===== src/rtl/tdm_demux.sv =====
// tdm_demux: receive end of a TDM link; locks to the frame marker and routes each slot to a registered channel output
// Ports:
//   clk        - system clock, rising edge
//   rst_n      - synchronous active-low reset
//   din        - slot sample
//   din_valid  - din and frame_sync are valid this cycle
//   frame_sync - marks the slot 0 sample (qualified by din_valid)
//   ch_data    - channel k held in [k*WIDTH +: WIDTH]
//   ch_valid   - one-cycle pulse on bit k when channel k is written
//   frame_done - one-cycle pulse when the last slot of a frame is written
//   locked     - high while locked to the frame
//   sync_err   - one-cycle pulse on a framing violation
module tdm_demux #(
    parameter int CHANNELS = 4,
    parameter int WIDTH    = 8
) (
    input  logic                      clk,
    input  logic                      rst_n,
    input  logic [WIDTH-1:0]          din,
    input  logic                      din_valid,
    input  logic                      frame_sync,
    output logic [CHANNELS*WIDTH-1:0] ch_data,
    output logic [CHANNELS-1:0]       ch_valid,
    output logic                      frame_done,
    output logic                      locked,
    output logic                      sync_err
);
    localparam int CW = $clog2(CHANNELS);
    typedef enum logic {HUNT, LOCKED} state_t;
    state_t                    state_q, state_d;
    logic [CW-1:0]             cnt_q, cnt_d;
    logic [CHANNELS*WIDTH-1:0] ch_data_q, ch_data_d;
    logic [CHANNELS-1:0]       ch_valid_q, ch_valid_d;
    logic                      frame_done_q, frame_done_d;
    logic                      sync_err_q, sync_err_d;
    logic                      last;
    assign last = cnt_q == CW'(CHANNELS - 1);
    always_comb begin
        state_d      = state_q;
        cnt_d        = cnt_q;
        ch_data_d    = ch_data_q;
        ch_valid_d   = '0;
        frame_done_d = 1'b0;
        sync_err_d   = 1'b0;
        if (din_valid) begin
            if (frame_sync) begin
                // A marker always restarts the frame at slot 0; it is only an error if it arrives early while locked
                sync_err_d            = state_q == LOCKED && cnt_q != '0;
                ch_data_d[0+:WIDTH]   = din;
                ch_valid_d            = CHANNELS'(1);
                cnt_d                 = CW'(1);
                state_d               = LOCKED;
            end else if (state_q == LOCKED) begin
                if (cnt_q == '0) begin
                    // Slot 0 without a marker: lock is lost and the sample discarded
                    sync_err_d = 1'b1;
                    state_d    = HUNT;
                end else begin
                    ch_data_d[cnt_q*WIDTH+:WIDTH] = din;
                    ch_valid_d                    = CHANNELS'(1) << cnt_q;
                    frame_done_d                  = last;
                    cnt_d                         = last ? '0 : cnt_q + CW'(1);
                end
            end
        end
    end
    always_ff @(posedge clk) begin
        if (!rst_n) begin
            state_q      <= HUNT;
            cnt_q        <= '0;
            ch_data_q    <= '0;
            ch_valid_q   <= '0;
            frame_done_q <= 1'b0;
            sync_err_q   <= 1'b0;
        end else begin
            state_q      <= state_d;
            cnt_q        <= cnt_d;
            ch_data_q    <= ch_data_d;
            ch_valid_q   <= ch_valid_d;
            frame_done_q <= frame_done_d;
            sync_err_q   <= sync_err_d;
        end
    end
    assign ch_data    = ch_data_q;
    assign ch_valid   = ch_valid_q;
    assign frame_done = frame_done_q;
    assign sync_err   = sync_err_q;
    assign locked     = state_q == LOCKED;
endmodule


===== config.mk =====
export PLATFORM = sky130hd
export DESIGN_NAME = tdm_demux
export DESIGN_NICKNAME = d
export VERILOG_FILES = /design/src/rtl/tdm_demux.sv
export SDC_FILE = /design/constraint.sdc
export NUM_CORES = 1
export LEC_CHECK = 0
export ABC_AREA = 1
export BUFFER_PORTS_ARGS = -buffer_cell sky130_fd_sc_hd__buf_4
export CAP_MARGIN = 40
export CORE_MARGIN = 4
export CORE_UTILIZATION = 35
export CTS_CLUSTER_SIZE = 20
export DETAILED_ROUTE_END_ITERATION = 8
export GPL_TIMING_DRIVEN = 0
export SYNTH_ARGS = -nofsm -noshare
export SYNTH_HDL_FRONTEND = slang
export SYNTH_SLANG_ARGS = --single-unit

===== constraint.sdc =====
create_clock -name clk -period 2.75 [get_ports clk]
set_input_delay 0.55 -clock clk [delete_from_list [all_inputs] [get_ports clk]]
set_output_delay 0.55 -clock clk [all_outputs]
set_load 0.005 [all_outputs]

; ---- Word-level counts from Yosys, hierarchy flattened
; Index checks and enable logic that the tools add are counted.
[word_totals]
ff_bits = 41
input_bits = 12
[classes]
n_addsub = 2
eq_ne = 2
shift = 3
muxes = 17
bitwise = 5
n_reduce_logical = 8
[ops]
columns = operator, n
row1 = 5-bit negator with 34-bit output, 1
row2 = 8-bit by 34-bit variable shift with 32-bit output (first input constant), 1
row3 = 8-bit by 34-bit indexed part select with 32-bit output, 1
row4 = 32-bit bitwise mux, 1
row5 = 8-bit 2-to-1 mux, 3
row6 = 1-bit 2-to-1 mux, 9
row7 = 2-bit 2-to-1 mux, 4
row8 = 1-bit NOT, 5
row9 = 5-bit OR reduction, 1
row10 = 4-bit AND reduction, 1
row11 = 2-bit nonzero test, 2
row12 = 1-bit by 2-bit << shifter with 4-bit output (first input constant), 1
row13 = 3-bit AND reduction, 1
row14 = 2-bit by 1-bit adder with 2-bit output (second input constant), 1
row15 = 2-bit == test (second input constant), 1
row16 = 2-bit zero test, 1
row17 = 2-bit != test (second input constant), 1
row18 = 2-bit AND reduction, 1
row19 = 1-bit logical AND, 1

; ---- Depth between registers and ports, before layout
; Gate-level depths: netlist (run 1).
[depth]
depth_word = 6
mapped_depth = 10
ltp_nobuf = 9

; ---- Worst setup path before layout (run 1)
; OpenSTA, ideal clock, no wires.
[synth_path]
path_kind = register -> register
startpoint = register cnt_q[0]
endpoint = register ch_data_q[16], in the netlist ch_data[16]
t_arrival_ns = 1.462
setup_slack_ns = 1.176
stages_incl_launch_ff = 10
path_buffers = 1
path_cell_list = dfxtp_1 -> inv_1 -> ha_1 -> inv_2 -> nand2_4 -> nor2_8 -> nand2_2 -> buf_6 -> nor2_1 -> nor2_1
[synth_via]
elab_chain_len = 3
word_cells_on_any_way = 7
cone_classes = 1 x add/sub / 2 x shift / 1 x mux / 1 x bitwise / 2 x reduce/logical
[synth_rtl]
columns = element, line
row1 = "start, declared", 31  ; logic [CW-1:0] cnt_q, cnt_d;
row2 = "start signal, assigned", 77  ; cnt_q <= cnt_d;
row3 = 5-bit negator with 34-bit output or 2-bit zero test (tied branches), "59, 54"
row4 = "8-bit by 34-bit indexed part select with 32-bit output, or another cell as far along", 59  ; ch_data_d[cnt_q*WIDTH+:WIDTH] = din;
row5 = 32-bit bitwise mux or 4-bit AND reduction (tied branches), -
row6 = "end signal, assigned", 78  ; ch_data_q <= ch_data_d;
row7 = "end, declared", 32  ; logic [CHANNELS*WIDTH-1:0] ch_data_q, ch_data_d;
; Several ways; a longest one is shown, not always the timed one.
; A chain may end at the register's enable or synchronous reset.

; ---- Final worst setup path (run 1)
[layout_path]
startpoint = register cnt_q[0]
endpoint = register ch_data_q[21], in the netlist ch_data[21]
; The elaborated chain is that of the path after synthesis.

==> metrics.yaml, run 1 <==
die_x_um: 80.8
synth.area.mux_share_pct: 0
area_delta_synth_final_pct: 29.3
whs_path_depth: 2
status: "complete, no violations"
ctsHoldBuffers: 0
wl_per_cell_um: 11.1
cts_sinks: 41
synthSimpleGateAreaFrac_pct: 34.5
fin_nets: 349
coreArea_mm2: 0.00511
start_util_pct: 36.3
ys_ff_latch: 41
post_synth_fa_ha_maj_area_fraction_pct: 3.37
drtIter0Drc: 82
reg2reg_depth: 8
rsz0062_at_grt: "false"
final-max-slew-violation-count: 0
grt_max_degree: 12
relSlewSlack_pct: 67.7
cts_tree: "built"
vdd_drop_max_mv: 0.168
dp_cells: 395
final_cell_mix: "nand2_1 (68), nor2_1 (62), buf_4 (50)"
max-cap-violations: 0
firstDrtPassIters: 4
critPathSlowestCell: "dfxtp_1"
yosysWarnings: 0
drive_gt1_share_pct: 20.1
dp_hpwl_um: 3490
crit_arrival_ps: 2100
register_area_um2: 821
fmax_mhz: 524
nFillCells: 569
tightest_slew_ps: 484
cp_cell_sequence: "inv_1, ha_1, nor2_1, nand2_1, nor2_1, nand2_1, nand2_1, nor2_1"
synth_top_family_by_area: "simple AND/OR/NAND/NOR gates"
powerDensity_mw_per_mm2: 458
gp_congestion: 0.872
synth_seq_area_share_pct: 44.3
syn-cell-area_mm2: 0.00185
die_h_um: 80.8
num_antenna_cells: 0
place.port_buffers: 50
finClkSkew_ps: 2.40
grt_usage_pct: 15.0
cts_buffers: 5
final_common_cell: "nand2_1"
period_share_pct: 69.4
synth.distinct_cells: 19
hold_viol: 0
endpoint_kind: "register"
synthCells: 275
fin_cells: 403
synth-compound-area-share_pct: 5.94
clk_latency_ps: 290
multi_input_area_um2: 813
num_rows: 26
p_leak_nw: 1.23
fin_setup_tns_ps: 0
setup_viol: 0
start_kind: "register"
synth_xor_area_share_pct: 0
grt-ovfl-total: 0
antenna_found_initial: 0
via_count: 1710
routed_wl_um: 4490
io_pins: 51
drt.antenna.violating_nets: 0
path_class: "reg -> reg"
avgViaCountPerCell: 4.24
grt_pass1_vias: 1567
post_cts_resized: 0
period_needed_ps: 1910
syn-num-nets: 292
die_area_mm2: 0.00653
worst_slack_ps: 843
avgSynthCellArea_um2: 6.74
grt_pass1_wl_um: 7440
dpl_worst_slack_ps: 840
htree_levels: 2
post_cts_buffers: 0
cp_max_fo: 8
required_ps: 2940
cts.path.max_buffers: 2
cpPeakStageDelay_ps: 500
clkTransAtPathRegs_ps: 70
min_path_type: "reg -> reg"
cts_root_buf: "clkbuf_8"
drcViolationCount: 0
[logic make-up after synthesis]
kind of cell             after synthesis
adder cells (fa/ha/maj)                5
buffers and inverters                 54
AO/OA/AOI/OAI                         22
AND/OR/NAND/NOR                      153
flip-flops                            41
[per-stage QoR]
step           cell area, um^2  hold WS, ps  utilization [%]  total power [mW]
6_report                  2400          468             46.9              1.10
3_3_place_gp              2320          460             45.4             0.737
2_1_floorplan             1850          462                -             0.686
5_1_grt                   2400          493             46.9              1.15
3_5_place_dp              2320          460             45.4             0.738
4_1_cts                   2400          471             46.9              1.11
[where the power goes]
part / internal, mW / leakage [nW] / switching [mW]
clock network: 0.180 / 0.0395 / 0.194
logic: 0.0410 / 0.856 / 0.0689
registers: 0.604 / 0.332 / 0.00872
total: 0.826 / 1.23 / 0.272
[area by class of cell]
cell class | count | area share [%]
plain buffers | 8 | 1.98
multi-input cells | 180 | 33.9
flip-flops and latches | 41 | 34.2
inverters | 46 | 7.20
clock buffers | 8 | 3.34
repair buffers | 50 | 15.7
well taps | 70 | 3.65
[cells in the mapped netlist, drive strengths merged]
| master | instances | share of area, % |
|---|---|---|
| a21oi | 10 | 2.7 |
| buf | 5 | 2.0 |
| clkbuf | 3 | 0.61 |
| dfxtp | 41 | 44 |
| ha | 5 | 3.4 |
| inv | 46 | 9.3 |
| nand2 | 73 | 16 |
| nand3 | 11 | 3.2 |
| nand4 | 1 | 0.34 |
| nor2 | 63 | 14 |
| nor3 | 5 | 1.3 |
| o21ai | 12 | 3.2 |
[routing by layer]
layer / part of all wire (%) / vias to the layer above / routed length, um / track usage (%)
li1: - / 930 / - / -
met1: 47 / 736 / 2090 / 20.2
met2: 45 / 38 / 2030 / 23.4
met3: 7.0 / 6 / 316 / 4.32
met4: 1.3 / 0 / 59 / 4.56
met5: 0 / - / 0 / 0
[registers in the layout, indices dropped and copies added (netlist names)]
name        count
cnt_q           2
locked          1
sync_err        1
frame_done      1
ch_data        32
ch_valid        4
[final timing paths]
check	from	end	slack [ps]
setup reg to reg	cnt_q[0]$_SDFFE_PN0P_	ch_data[21]$_SDFFE_PN0P_	840
hold reg to reg	ch_data[11]$_SDFFE_PN0P_	ch_data[11]$_SDFFE_PN0P_	470
hold / removal	ch_data[11]$_SDFFE_PN0P_	ch_data[11]$_SDFFE_PN0P_	470
setup / recovery	cnt_q[0]$_SDFFE_PN0P_	ch_data[21]$_SDFFE_PN0P_	840
[critical path, delay by kind of cell (launching register included)]
kind	cells	cell delay, ps
and+or+nand+nor	6	810
buffers and inverters	1	200
adders and majority gates	1	310
DFF	1	500
No activity file was read; power rests on OpenSTA's default activity.
==> inputs of run 2 (changes only) <==
Clock period 2.75 ns to 1.97 ns, I/O delays scaled along.
==> run 2 against run 1 <==
Non-clock buffer count unchanged. Worst hold slack worse by 84 ps. Count of clock-buffer cells in the layout unchanged. Power up 40%. Routed wire length unchanged. Cell area up 0.26%. Core utilization up 0.12 points. Sequential cell count unchanged. Via count unchanged. Cell count unchanged. Clock power up 40%. Clock skew about the same.
==> metrics.yaml, run 2 (synthesis results as in run 1) <==
ctsHoldBuffers: 0  # unchanged
endpoint_kind: "register"
firstDrtPassIters: 4  # unchanged
cp_max_fo: 10  # +2
area_delta_synth_final_pct: 29.6
grt_usage_pct: 15.0  # unchanged
cts_root_buf: "clkbuf_8"
path_class: "reg -> reg"
grt_pass1_wl_um: 7440  # unchanged
gp_congestion: 0.872  # unchanged
placed_cell_area_mm2: 0.00232  # unchanged
drcViolationCount: 0  # unchanged
largest_reg_flops: 32  # unchanged
fin_area_mm2: 0.00240  # +0.26%
coreArea_mm2: 0.00511  # unchanged
min_path_type: "in -> reg"
drtIter0Drc: 80  # -2.4%
utilization_pct: 47.1  # +0.12 points
die_h_um: 80.8  # unchanged
vdd_drop_max_mv: 0.234  # +40%
dp_cells: 395  # unchanged
grt-ovfl-total: 0  # unchanged
grt_pass1_vias: 1567  # unchanged
num_rows: 26  # unchanged
start_util_pct: 36.3  # unchanged
cts.path.max_buffers: 2  # unchanged
cts_buffers: 5  # unchanged
hold_viol: 0  # unchanged
die_area_mm2: 0.00653  # unchanged
r2r_slack_ps: 210  # -630 ps
period_share_pct: 89.2  # +20 points
finClkSkew_ps: 2.14  # -0.260 ps
final-max-slew-violation-count: 0  # unchanged
crit_arrival_ps: 1990  # -110 ps
final_cell_mix: "nand2_1 (68), nor2_1 (60), buf_4 (50)"
final_common_cell: "nand2_1"
nFillCells: 567  # -0.35%
drt.antenna.violating_nets: 0  # unchanged
die_x_um: 80.8  # unchanged
io_pins: 51  # unchanged
start_kind: "register"
clkTransAtPathRegs_ps: 70  # about the same
p_leak_nw: 1.23  # about the same
grt_max_degree: 12  # unchanged
status: "complete, no violations"
post_cts_buffers: 0  # unchanged
max-cap-violations: 0  # unchanged
routed_wl_um: 4490  # unchanged
antenna_found_initial: 0  # unchanged
via_count: 1710  # unchanged
period_needed_ps: 1760  # -149 ps
fin_cells: 403  # unchanged
cts_tree: "built"
multi_input_area_um2: 818  # +0.62%
setup_viol: 0  # unchanged
powerDensity_mw_per_mm2: 638  # +39%
register_area_um2: 822  # +0.15%
htree_levels: 2  # unchanged
num_antenna_cells: 0  # unchanged
drive_gt1_share_pct: 21.0  # +0.90 points
dp_hpwl_um: 3490  # unchanged
fmax_mhz: 569  # +8.5%
avgViaCountPerCell: 4.24  # unchanged
cts_sinks: 41  # unchanged
wl_per_cell_um: 11.1  # unchanged
fin_setup_tns_ps: 0  # unchanged
required_ps: 2200  # -740 ps
tightest_slew_ps: 479  # -5.33 ps
relSlewSlack_pct: 68.1  # +0.36 points
clk_latency_ps: 290  # about the same
fin_nets: 349  # unchanged
place.port_buffers: 50  # unchanged
rsz0062_at_grt: "false"
run 2: cell counts in the layout (fill, tap and decap cells not counted):
Identical to the previous run, type by type.
run 2: through the flow:
| stage | hold WS (ps) | total power, mW | worst slack (ps) |
|---|---|---|---|
| final | 384 | 1.53 | 212 |
| after global routing | 387 | 1.61 | 38.4 |
| after CTS | 375 | 1.55 | 50.9 |
| after detailed placement | 460 | 1.03 | 60.1 |
| after global placement | 460 | 1.03 | 66.5 |
| after floorplan | 462 | 0.957 | 396 |
run 2: timing repair:
| item | in CTS | in global routing |
|---|---|---|
| endpoints found under the hold margin | 0 | 0 |
| gates resized for setup | 0 | 3 |
| endpoints found under the setup margin | 0 | 17 |
run 2: area by class of cell:
| type | instances | area share, % |
|---|---|---|
| tap | 70 | 3.64 |
| buffer | 8 | 1.98 |
| timing repair buffer | 50 | 15.6 |
| clock buffer | 8 | 3.33 |
| sequential | 41 | 34.2 |
| multi-input combinational | 180 | 34.0 |
| inverter | 46 | 7.18 |
run 2: critical path, cell delays in order (launching register included):
cell and delay (ps):
dfxtp_2 430, inv_1 160, ha_1 300, inv_2 140, nand2_4 80, nor2_8 170, nand2_4 90, buf_6 140
nand2_1 50, nand2_1 40, nor2_1 100
run 2: path summary, 6_finish.rpt:
check / from / to / cells after the start
setup / recovery: cnt_q[0]$_SDFFE_PN0P_ / ch_data[31]$_SDFFE_PN0P_ / 10
hold / removal: din[0] / ch_data[0]$_SDFFE_PN0P_ / 3
setup reg to reg: cnt_q[0]$_SDFFE_PN0P_ / ch_data[31]$_SDFFE_PN0P_ / 10
hold reg to reg: ch_data[11]$_SDFFE_PN0P_ / ch_data[11]$_SDFFE_PN0P_ / 2
run 2: power by group:
part	internal (mW)	switching, mW	total [mW]
Combinational	0.0575	0.0965	0.154
Sequential	0.844	0.0126	0.857
Clock	0.252	0.272	0.523
Total	1.15	0.381	1.53
run 2: layer usage:
layer | track usage (%) | part of all wire [%] | routed length (um)
met5 | 0 | 0 | 0
met4 | 4.56 | 1.3 | 59
met3 | 4.32 | 6.1 | 272
met1 | 20.2 | 47 | 2120
met2 | 23.4 | 45 | 2040
==> inputs of run 3 (changes only) <==
Clock period 1.97 ns to 2 ns, I/O delays scaled along.
==> run 3 against run 2 <==
First-iteration DRC count up 13%. Sequential power down 2%. Sequential share of layout area about the same. Critical path type unchanged. Largest cell class unchanged.
==> metrics.yaml, run 3 (synthesis results as in run 1) <==
clk_latency_ps: 290  # about the same
rsz0062_at_grt: "false"
period_share_pct: 87.0  # -2.2 points
drcViolationCount: 0  # unchanged
num_antenna_cells: 0  # unchanged
drtIter0Drc: 90  # +13%
cp_max_fo: 10  # unchanged
min_path_type: "in -> reg"
path_class: "reg -> reg"
fin_nets: 349  # unchanged
post_cts_buffers: 0  # unchanged
clkTransAtPathRegs_ps: 70  # about the same
total_power_mw: 1.51  # -1.7%
grt_pass1_wl_um: 7440  # unchanged
firstDrtPassIters: 5  # +1
antenna_found_initial: 0  # unchanged
grt_pass1_vias: 1567  # unchanged
fin_area_mm2: 0.00240  # -0.10%
avgViaCountPerCell: 4.25  # +0.12%
period_needed_ps: 1740  # -18.2 ps
fmax_mhz: 575  # +1.0%
routed_wl_um: 4490  # about the same
drt.antenna.violating_nets: 0  # unchanged
finClkSkew_ps: 3.59  # +1.45 ps
p_switching_mw: 0.372  # -2.3%
hold_viol: 0  # unchanged
start_kind: "register"
crit_arrival_ps: 1970  # -20 ps
io_pins: 51  # unchanged
switching_share_pct: 24.7  # -0.15 points
dpl_worst_slack_ps: 90.1  # +30.0 ps
htree_levels: 2  # unchanged
worst_slack_ps: 260  # +48.2 ps
p_int_mw: 1.14  # -1.5%
setup_viol: 0  # unchanged
grt_usage_pct: 15.0  # unchanged
powerDensity_mw_per_mm2: 628  # -1.6%
start_util_pct: 36.3  # unchanged
grt-ovfl-total: 0  # unchanged
p_seq_share_pct: 55.9  # about the same
whs_path_depth: 3  # unchanged
status: "complete, no violations"
share_comb_of_total_power_pct: 10.0  # about the same
vdd_drop_max_mv: 0.231  # -1.5%
grt_max_degree: 12  # unchanged
endpoint_kind: "register"
clkPwrFrac_pct: 34.0  # about the same
cts_buffers: 5  # unchanged
final_common_cell: "nand2_1"
dp_cells: 395  # unchanged
final_cell_mix: "nand2_1 (68), nor2_1 (61), buf_4 (50)"
cts_root_buf: "clkbuf_8"
coreArea_mm2: 0.00511  # unchanged
cts.path.max_buffers: 2  # unchanged
cts_tree: "built"
gp_congestion: 0.872  # unchanged
max-cap-violations: 0  # unchanged
relSlewSlack_pct: 68.8  # +0.70 points
num_rows: 26  # unchanged
drive_gt1_share_pct: 20.7  # -0.30 points
reg2reg_depth: 10  # unchanged
p_leak_nw: 1.23  # about the same
die_h_um: 80.8  # unchanged
final-max-slew-violation-count: 0  # unchanged
via_count: 1712  # +0.12%
area_delta_synth_final_pct: 29.5
cts_sinks: 41  # unchanged
tightest_slew_ps: 468  # -10.5 ps
die_area_mm2: 0.00653  # unchanged
wl_per_cell_um: 11.1  # about the same
utilization_pct: 47.0  # -0.049 points
place.port_buffers: 50  # unchanged
placed_cell_area_mm2: 0.00232  # unchanged
die_x_um: 80.8  # unchanged
holdWs_ps: 391  # +7.10 ps
fin_setup_tns_ps: 0  # unchanged
dp_hpwl_um: 3490  # unchanged
fin_cells: 403  # unchanged
post_cts_resized: 0  # unchanged
required_ps: 2230  # +30 ps
ctsHoldBuffers: 0  # unchanged
largest_reg_flops: 32  # unchanged
==> run 3: layout make-up <==
cell class,count,area (um^2)
flip-flops and latches,41,822
multi-input cells,180,816
well taps,70,87.6
fillers,568,2710
plain buffers,8,47.5
repair buffers,50,375
inverters,46,173
clock buffers,8,80.1
==> run 3: worst paths after layout <==
check | from | to | slack, ps
worst min register to register | ch_data[11]$_SDFFE_PN0P_ | ch_data[11]$_SDFFE_PN0P_ | 470
worst max register to register | cnt_q[0]$_SDFFE_PN0P_ | ch_data[31]$_SDFFE_PN0P_ | 260
worst min-delay path | din[0] | ch_data[0]$_SDFFE_PN0P_ | 390
worst max-delay path | cnt_q[0]$_SDFFE_PN0P_ | ch_data[31]$_SDFFE_PN0P_ | 260
==> run 3: worst max-delay path, stage by stage, from the launching register on <==
cell     delay [ps]
dfxtp_2         420
inv_1           150
ha_1            300
inv_2           140
nand2_4          80
nor2_8          170
nand2_4          90
buf_6           140
nand2_1          50
nand2_1          40
nor2_1          100
==> run 3: layer usage <==
layer	up-vias	part of all wire [%]	GRT usage, %
met5	-	0	0
met4	0	1.3	4.56
met3	6	6.5	4.32
met2	40	46	23.4
met1	736	47	20.2
li1	930	-	-
==> run 3: power by group through the flow <==
stage               Sequential, mW  Clock (mW)  Combinational (mW)
global route                 0.846       0.572               0.171
floorplan                    0.861           0              0.0820
global placement             0.862           0               0.151
finish                       0.844       0.513               0.151
CTS                          0.843       0.532               0.152
detailed placement           0.862           0               0.152
